--- src/rtl/mc14500b_trace_uart.sv ---
// mc14500b_trace_uart: captures every change of the MC14500B TRACE byte
// into a small circular FIFO and drains it as back-to-back 8N1 UART frames.
module mc14500b_trace_uart #(
    parameter int CLKS_PER_BIT = 104,
    parameter int FIFO_DEPTH   = 16
) (
    input  logic                          CLK,
    input  logic                          RST,
    input  logic                          EN,
    input  logic [7:0]                    TRACE,
    output logic                          TX,
    output logic                          BUSY,
    output logic [$clog2(FIFO_DEPTH):0]   FILL,
    output logic                          OVERFLOW
);

    localparam int PW = $clog2(FIFO_DEPTH);
    localparam int CW = $clog2(CLKS_PER_BIT);
    localparam logic [CW-1:0] BIT_RELOAD = CW'(CLKS_PER_BIT - 1);
    localparam logic [PW:0]   FILL_FULL  = (PW + 1)'(FIFO_DEPTH);

    typedef enum logic [1:0] {
        S_IDLE,
        S_START,
        S_DATA,
        S_STOP
    } state_e;

    // Capture / FIFO state
    logic [7:0]    prev_q, prev_d;
    logic [7:0]    mem_q [FIFO_DEPTH];
    logic [PW-1:0] wr_ptr_q, wr_ptr_d;
    logic [PW-1:0] rd_ptr_q, rd_ptr_d;
    logic [PW:0]   fill_q, fill_d;
    logic          overflow_q, overflow_d;

    // Transmitter state
    state_e        state_q, state_d;
    logic [CW-1:0] cnt_q, cnt_d;
    logic [2:0]    idx_q, idx_d;
    logic [7:0]    shreg_q, shreg_d;
    logic          tx_q, tx_d;

    logic push;
    logic pop;
    logic wr_en;
    logic fifo_empty;
    logic fifo_full;
    logic bit_done;

    assign push       = EN && (TRACE != prev_q);
    assign fifo_empty = (fill_q == '0);
    assign fifo_full  = (fill_q == FILL_FULL);
    assign bit_done   = (cnt_q == '0);

    // Transmitter next-state: decides the pop and the TX level for the next cycle
    always_comb begin
        state_d = state_q;
        cnt_d   = cnt_q;
        idx_d   = idx_q;
        shreg_d = shreg_q;
        tx_d    = 1'b1;
        pop     = 1'b0;
        case (state_q)
            S_IDLE: begin
                tx_d = 1'b1;
                if (!fifo_empty) begin
                    pop     = 1'b1;
                    shreg_d = mem_q[rd_ptr_q];
                    cnt_d   = BIT_RELOAD;
                    state_d = S_START;
                end
            end
            S_START: begin
                tx_d = 1'b0;
                if (bit_done) begin
                    cnt_d   = BIT_RELOAD;
                    idx_d   = 3'd0;
                    state_d = S_DATA;
                end else begin
                    cnt_d = cnt_q - 1'b1;
                end
            end
            S_DATA: begin
                tx_d = shreg_q[idx_q];
                if (bit_done) begin
                    cnt_d = BIT_RELOAD;
                    if (idx_q == 3'd7) begin
                        state_d = S_STOP;
                    end else begin
                        idx_d = idx_q + 3'd1;
                    end
                end else begin
                    cnt_d = cnt_q - 1'b1;
                end
            end
            S_STOP: begin
                tx_d = 1'b1;
                if (bit_done) begin
                    if (!fifo_empty) begin
                        pop     = 1'b1;
                        shreg_d = mem_q[rd_ptr_q];
                        cnt_d   = BIT_RELOAD;
                        state_d = S_START;
                    end else begin
                        state_d = S_IDLE;
                    end
                end else begin
                    cnt_d = cnt_q - 1'b1;
                end
            end
            default: begin
                state_d = S_IDLE;
            end
        endcase
    end

    // FIFO bookkeeping: a push into a full queue survives only if a pop frees the slot
    always_comb begin
        prev_d     = TRACE;
        wr_en      = push && (!fifo_full || pop);
        overflow_d = overflow_q | (push && fifo_full && !pop);
        wr_ptr_d   = wr_en ? wr_ptr_q + 1'b1 : wr_ptr_q;
        rd_ptr_d   = pop ? rd_ptr_q + 1'b1 : rd_ptr_q;
        fill_d     = fill_q;
        case ({wr_en, pop})
            2'b10:   fill_d = fill_q + 1'b1;
            2'b01:   fill_d = fill_q - 1'b1;
            default: fill_d = fill_q;
        endcase
    end

    // Queue storage; contents need no reset because the pointers and fill define validity
    always_ff @(posedge CLK) begin
        if (wr_en) begin
            mem_q[wr_ptr_q] <= TRACE;
        end
    end

    // State registers; reset drops all queued data and forces TX high at once
    always_ff @(posedge CLK or negedge RST) begin
        if (!RST) begin
            prev_q     <= 8'h00;
            wr_ptr_q   <= '0;
            rd_ptr_q   <= '0;
            fill_q     <= '0;
            overflow_q <= 1'b0;
            state_q    <= S_IDLE;
            cnt_q      <= '0;
            idx_q      <= 3'd0;
            shreg_q    <= 8'h00;
            tx_q       <= 1'b1;
        end else begin
            prev_q     <= prev_d;
            wr_ptr_q   <= wr_ptr_d;
            rd_ptr_q   <= rd_ptr_d;
            fill_q     <= fill_d;
            overflow_q <= overflow_d;
            state_q    <= state_d;
            cnt_q      <= cnt_d;
            idx_q      <= idx_d;
            shreg_q    <= shreg_d;
            tx_q       <= tx_d;
        end
    end

    assign TX       = tx_q;
    assign FILL     = fill_q;
    assign OVERFLOW = overflow_q;
    assign BUSY     = (state_q != S_IDLE) || !fifo_empty;

endmodule

--- config.mk ---
export PLATFORM = sky130hd
export DESIGN_NAME = mc14500b_trace_uart
export DESIGN_NICKNAME = d
export VERILOG_FILES = /design/src/rtl/mc14500b_trace_uart.sv
export SDC_FILE = /design/constraint.sdc
export NUM_CORES = 1
export LEC_CHECK = 0
export ABC_AREA = 1
export CAP_MARGIN = 10
export CORE_ASPECT_RATIO = 1.2
export CORE_MARGIN = 8
export CORE_UTILIZATION = 35
export DETAILED_ROUTE_END_ITERATION = 10
export HOLD_SLACK_MARGIN = 0.06
export PLACE_DENSITY = 0.48
export SYNTH_ARGS = -nofsm -noshare
export SYNTH_HDL_FRONTEND = slang
export SYNTH_SLANG_ARGS = --single-unit
--- constraint.sdc ---
create_clock -name CLK -period 4.3 [get_ports CLK]
set_input_delay 0.43 -clock CLK [delete_from_list [all_inputs] [get_ports CLK]]
set_output_delay 0.43 -clock CLK [all_outputs]
set_load 0.005 [all_outputs]
==> impl_metrics.py, run 1 <==
metrics = {
    "cts": {
        "cts_tree": "yes",
        "clk_latency_ns": 0.43,
        "clk_pin_slew_worst_paths_ns": 0.07,
        "cts.sinks": 171,
        "post-cts-setup-buffers": 0,
        "cts_htree_levels": 4,
        "cts-root-buf": "clkbuf_16",
        "cts_resized": 0,
        "cts_buffers": 17,
        "ctsLongestPathBuffers": 2,
        "postCtsHoldBufs": 0,
    },
    "floorplan": {
        "die_w_um": 150,
        "initial_utilization": 0.358,
        "dieArea_sq_mm": 0.0264,
        "io_pins": 19,
        "coreArea_sq_mm": 0.0210,
        "die_y_um": 176,
        "rows": 58,
    },
    "global_routing": {
        "grt_pass1_vias": 5141,
        "overflow": 0,
        "grt_first_pass_wirelength_um": 28300,
        "antenna_found_initial": 0,
        "grt_max_degree": 68,
        "grt_usage": 0.141,
    },
    "routing": {
        "drtAntennaViolNets": 0,
        "viasPerCell": 5.04,
        "routedWlPerCell_um": 18.3,
        "route.detailed.drc": 0,
        "drtIter0Drc": 370,
        "wl_um": 18000,
        "drt-pass1-iter-count": 5,
        "vias": 4953,
    },
    "worst_setup_path": {
        "ff2ff_path_depth": 13,
        "setup.worst_path.end_class": "flip-flop",
        "path_max_fanout": 19,
        "cp-start-kind": "input pin",
        "crit_cells": 17,
        "critical_path.endpoint": "FILL[4]$_DFFE_PN0P_",
        "r2r_slack_ns": 1.52,
        "cp_top_family": "simple AND/OR/NAND/NOR gates",
        "critPathBufInv": 4,
        "slowest_stage": "clkdlybuf4s50_1",
        "timing.rr.start": "state_q[1]$_DFFE_PN0P_",
        "reg2reg_to": "FILL[4]$_DFFE_PN0P_",
        "cp_common_cell": "nand2_1",
        "critPathArrivalTime_ns": 3.38,
        "critical_path.startpoint": "TRACE[2]",
        "cp_data_required_time_ns": 4.63,
        "path_class": "in2reg",
        "worstPathCellList": "clkdlybuf4s50_1, inv_1, nand2_1, nand2_1, nor2_1, nand2_1, nor2_1, nor2_2, clkinv_1, nand2_4, fa_1, o21ai_0, nand3_1, nand2_1, nand3_1, nand2_1, inv_1",
        "cpPeakStageDelay_ns": 0.89,
    },
    "synth": {
        "synthArstFlopShare": 0.251,
        "syn_avg_cell_area_sq_um": 11.3,
        "synth.distinct_cells": 44,
        "synth_edf_count": 128,
        "synth_fp_nets": 693,
        "yosys.area.top_type": "edfxtp_1",
        "seq_area_frac_synth": 0.656,
        "netlist_area_sq_mm": 0.00750,
        "synth_top_area_share": 0.512,
        "syn_inst": 665,
        "synth.area.top_cells": "edfxtp_1 (51%), dfrtp_1 (14%), nor2_1 (7.2%)",
        "synthFlopType": "edfxtp_1",
        "ys_ff_latch": 171,
        "ys_warn_count": 0,
    },
    "finish": {
        "n_antenna_cell": 0,
        "drive_above_1_share": 0.115,
        "fin_nets": 728,
        "final_common_cell": "nor2_1",
        "n_fill_cell": 2005,
        "final_cell_mix": "nor2_1 (144), edfxtp_1 (128), o21ai_0 (88)",
        "syn_to_final_growth_pct": 15.1,
    },
    "timing": {
        "max_slew_margin": 0.254,
        "drv_slew": 0,
        "whs_ns": 0.113,
        "period_needed_ns": 3.06,
        "hold_viol": 0,
        "post-route-period-util": 0.711,
        "skew_ns": 0.0219,
        "setup_viol": 0,
        "max_clock_freq_mhz": 327,
        "rsz0062_at_grt": "false",
        "fin_setup_tns_ns": 0,
        "worst_pin_slew_ns": 1.12,
    },
    "pwr": {
        "cellLeakagePower_nw": 3.14,
        "power_density_mw_per_mm2": 463,
        "vdd_drop_max_mv": 0.268,
    },
    "placed_design": {
        "gp_congestion": 0.814,
        "hpwl_um": 11500,
        "io_buffer_count": 18,
    },
    "worst_hold_path": {
        "hold_class": "in2async",
    },
    "status": {
        "outcome": "complete, no violations",
    },
    "run": {
        "cap_violations": 0,
    },
}
## layout make-up
class	instances	area, sq um	area share
inverter	49	191	0.0222
timing repair buffer	43	363	0.0420
multi-input combinational	418	2260	0.261
clock inverter	10	91.3	0.0106
clock buffer	22	474	0.0549
sequential	171	4920	0.570
tap	270	338	0.0391
## metal layers
layer | vias to the layer above | GRT usage | part of all wire
li1 | 2393 | - | -
met2 | 99 | 0.258 | 0.54
met4 | 0 | 0.0559 | 0.019
met1 | 2444 | 0.158 | 0.41
met5 | - | 0 | 0
met3 | 17 | 0.0274 | 0.034
## synthesized netlist by cell type, types with 4 or more instances
master    instances
edfxtp_1        128
a21oi_1          11
o21ai_1           4
dfrtp_1          42
nor2_1          144
o211ai_1         34
buf_2             8
inv_1            43
o22ai_1           4
a31oi_1           7
nand3_1          12
xor2_1            9
ha_1             16
o21ai_0          88
nor2_2            4
nand2_1          54
clkbuf_1         15
## worst min path at each step
stage,start,to,slack [ns],cells after the start
final,RST,cnt_q[6]$_DFF_PN0_,0.11,2
after detailed placement,OVERFLOW$_DFF_PN0_,OVERFLOW$_DFF_PN0_,0.49,1
after global routing,RST,state_q[0]$_DFFE_PN0P_,0.15,2
after global placement,OVERFLOW$_DFF_PN0_,OVERFLOW$_DFF_PN0_,0.49,1
after floorplan,RST,FILL[0]$_DFFE_PN0P_,0.13,0
after CTS,RST,state_q[0]$_DFFE_PN0P_,0.12,2
## power breakdown
part,total [mW],switching [mW],leakage (nW),internal (mW)
clock network,1.47,0.625,0.266,0.842
logic,0.524,0.334,1.22,0.190
registers,2.01,0.0718,1.66,1.94
## cells by family (layout without fill, tap and decap cells)
kind of cell             count (synthesis)  count (layout)  share of synthesized area
AO/OA/AOI/OAI                          156             156                      0.122
XOR/XNOR                                11              11                     0.0128
adder cells (fa/ha/maj)                 17              17                     0.0293
buffers and inverters                   76             124                     0.0435
flip-flops                             171             171                      0.656
multiplexers                             1               1                    0.00150
AND/OR/NAND/NOR                        233             233                      0.135
## flip-flops by register name, indices dropped and copies added, names as in the netlist
signal / cells
cnt_q: 7
OVERFLOW: 1
idx_q: 3
mem_q: 128
FILL: 5
TX: 1
prev_q: 8
wr_ptr_q: 4
rd_ptr_q: 4
shreg_q: 8
state_q: 2
## per-stage QoR
| step | area (sq um) | util | worst slack [ns] | instances | total power [mW] |
|---|---|---|---|---|---|
| global route | 8640 | 0.412 | 0.931 | 983 | 4.17 |
| floorplan | 7500 | - | 1.91 | 665 | 2.32 |
| CTS | 8640 | 0.412 | 1.24 | 983 | 4.05 |
| global placement | 8070 | 0.385 | 0.816 | 951 | 2.57 |
| finish | 8640 | 0.412 | 1.24 | 983 | 4.00 |
| detailed placement | 8070 | 0.385 | 0.786 | 951 | 2.58 |
(Power assumes the default switching activity.)
==> inputs of run 2 (changes only) <==
Settings changed: PLACE_DENSITY 0.48 to 0.5.
Clock period 4.3 ns to 2.66 ns, I/O delays scaled along.
==> run 2 against run 1 <==
  * Total power is 67% higher
  * Hold slack better by 0.26 ns
  * Die area stayed put
  * Largest cell class unchanged
==> impl_metrics.py, run 2 (synthesis results as in run 1) <==
metrics = {
    "routing": {
        "viasPerCell": 4.90,
        "drt-pass1-iter-count": 5,
        "drtAntennaViolNets": 0,
        "vias": 4888,
        "wl_um": 17100,
        "route.detailed.drc": 0,
        "drtIter0Drc": 405,
        "routedWlPerCell_um": 17.1,
    },
    "finish": {
        "largest_register_ffs": 128,
        "final_common_cell": "nor2_1",
        "drive_above_1_share": 0.150,
        "regMostFlops": "mem_q",
        "final_util": 0.423,
        "syn_to_final_growth_pct": 18.3,
        "largestRegisters": "mem_q x128, prev_q x8, shreg_q x8",
        "n_antenna_cell": 0,
        "multi_input_area_sq_mm": 0.00228,
        "register_area_sq_mm": 0.00492,
        "fin_nets": 743,
        "final_cell_mix": "nor2_1 (135), edfxtp_1 (128), o21ai_0 (87)",
        "n_fill_cell": 1948,
    },
    "timing": {
        "skew_ns": 0.0138,
        "post-route-period-util": 0.941,
        "max_clock_freq_mhz": 400,
        "setup_viol": 0,
        "max_slew_margin": 0.440,
        "hold_viol": 0,
        "rsz0062_at_grt": "true",
        "worst_pin_slew_ns": 0.837,
        "period_needed_ns": 2.50,
        "whs_ns": 0.369,
        "drv_slew": 0,
    },
    "worst_setup_path": {
        "worstPathCellList": "inv_1, ha_1, inv_2, nand3_1, nand3_2, nand2_4, inv_4, nand2_1, nor2_1",
        "critPathBufInv": 3,
        "setup.worst_path.end_class": "flip-flop",
        "path_max_fanout": 8,
        "critPathArrivalTime_ns": 2.56,
        "path_class": "reg2reg",
        "slowest_stage": "nor2_1",
        "cp_data_required_time_ns": 2.71,
        "cp-start-kind": "flip-flop",
        "cp_top_family": "simple AND/OR/NAND/NOR gates",
        "cpPeakStageDelay_ns": 0.67,
    },
    "cts": {
        "clk_latency_ns": 0.43,
        "ctsLongestPathBuffers": 2,
        "clk_pin_slew_worst_paths_ns": 0.07,
        "cts_tree": "yes",
        "cts.sinks": 171,
        "cts_htree_levels": 4,
        "post-cts-setup-buffers": 0,
        "cts-root-buf": "clkbuf_16",
        "cts_buffers": 17,
    },
    "pwr": {
        "vdd_drop_max_mv": 0.443,
        "power_density_mw_per_mm2": 752,
        "cellLeakagePower_nw": 3.25,
        "p_total_mw": 6.67,
    },
    "floorplan": {
        "io_pins": 19,
        "rows": 58,
        "die_y_um": 176,
        "die_w_um": 150,
        "dieArea_sq_mm": 0.0264,
        "coreArea_sq_mm": 0.0210,
        "initial_utilization": 0.358,
    },
    "global_routing": {
        "grt_usage": 0.137,
        "antenna_found_initial": 0,
        "grt_first_pass_wirelength_um": 28000,
        "grt_pass1_vias": 5117,
        "overflow": 0,
        "grt_max_degree": 68,
    },
    "placed_design": {
        "hpwl_um": 11600,
        "gp_congestion": 0.831,
        "io_buffer_count": 18,
    },
    "status": {
        "outcome": "complete, no violations",
    },
    "worst_hold_path": {
        "hold_class": "in2reg",
    },
    "run": {
        "cap_violations": 0,
    },
}
-- run 2: metal layers --
metal  vias up  wire (um)  global-route usage  part of all wire
met4         0        119              0.0384            0.0070
li1       2429          -                   -                 -
met2        73       8920               0.239              0.52
met5         -          0                   0                 0
met3         7        520              0.0269             0.030
met1      2379       7550               0.168              0.44
-- run 2: path summary, 6_finish.rpt --
kind	slack [ns]	end	startpoint	cells past startpoint
setup / recovery	0.16	mem_q[13][7]$_DFFE_PP_	state_q[1]$_DFFE_PN0P_	9
hold / removal	0.37	prev_q[5]$_DFF_PN0_	TRACE[5]	1
setup reg to reg	0.16	mem_q[13][7]$_DFFE_PP_	state_q[1]$_DFFE_PN0P_	9
hold reg to reg	0.52	OVERFLOW$_DFF_PN0_	OVERFLOW$_DFF_PN0_	1
max in group asynchronous	1.45	TX$_DFF_PN1_	RST	3
min in group asynchronous	0.47	idx_q[0]$_DFFE_PN0P_	RST	2
-- run 2: worst register-to-register path, stage by stage, from the launching register on --
cell,delay (ns)
dfrtp_1,0.41
inv_1,0.10
ha_1,0.31
inv_2,0.10
nand3_1,0.12
nand3_2,0.15
nand2_4,0.09
inv_4,0.08
nand2_1,0.12
nor2_1,0.67
-- run 2: power by group --
group / internal (mW) / switching [mW] / total (mW)
clock: 1.36 / 1.18 / 2.54
sequential: 3.13 / 0.117 / 3.25
combinational: 0.330 / 0.548 / 0.878
total: 4.83 / 1.84 / 6.67
-- run 2: layout make-up --
type,instances,area share
Clock inverter,15,0.0223
Tap cell,270,0.0381
Timing Repair Buffer,58,0.0581
Multi-Input combinational cell,418,0.257
Inverter,49,0.0216
Sequential cell,171,0.555
Clock buffer,17,0.0479
-- run 2: repair_timing --
action	4_1_cts	5_1_grt
hold buffers	1	0
endpoints found under the hold margin	30	0
gates cloned	0	0
gates resized for setup	1	11
pin swaps	0	0
setup endpoints to repair	8	92
-- run 2: stage by stage --
| stage | setup WS (ns) | area (sq um) | setup TNS, ns | instances |
|---|---|---|---|---|
| global route | -0.00890 | 8870 | -0.0429 | 998 |
| detailed placement | -0.373 | 8210 | -25.95 | 965 |
| floorplan | 0.266 | 7500 | 0 | 665 |
| global placement | -0.288 | 8210 | -20.25 | 965 |
| finish | 0.157 | 8870 | 0 | 998 |
| CTS | 0.0456 | 8850 | 0 | 998 |
==> inputs of run 3 (changes only) <==
Settings changed: CAP_MARGIN 10 to unset.
==> results of run 3 <==
The final DEF is identical to that of run 2; final timing and power are the same.
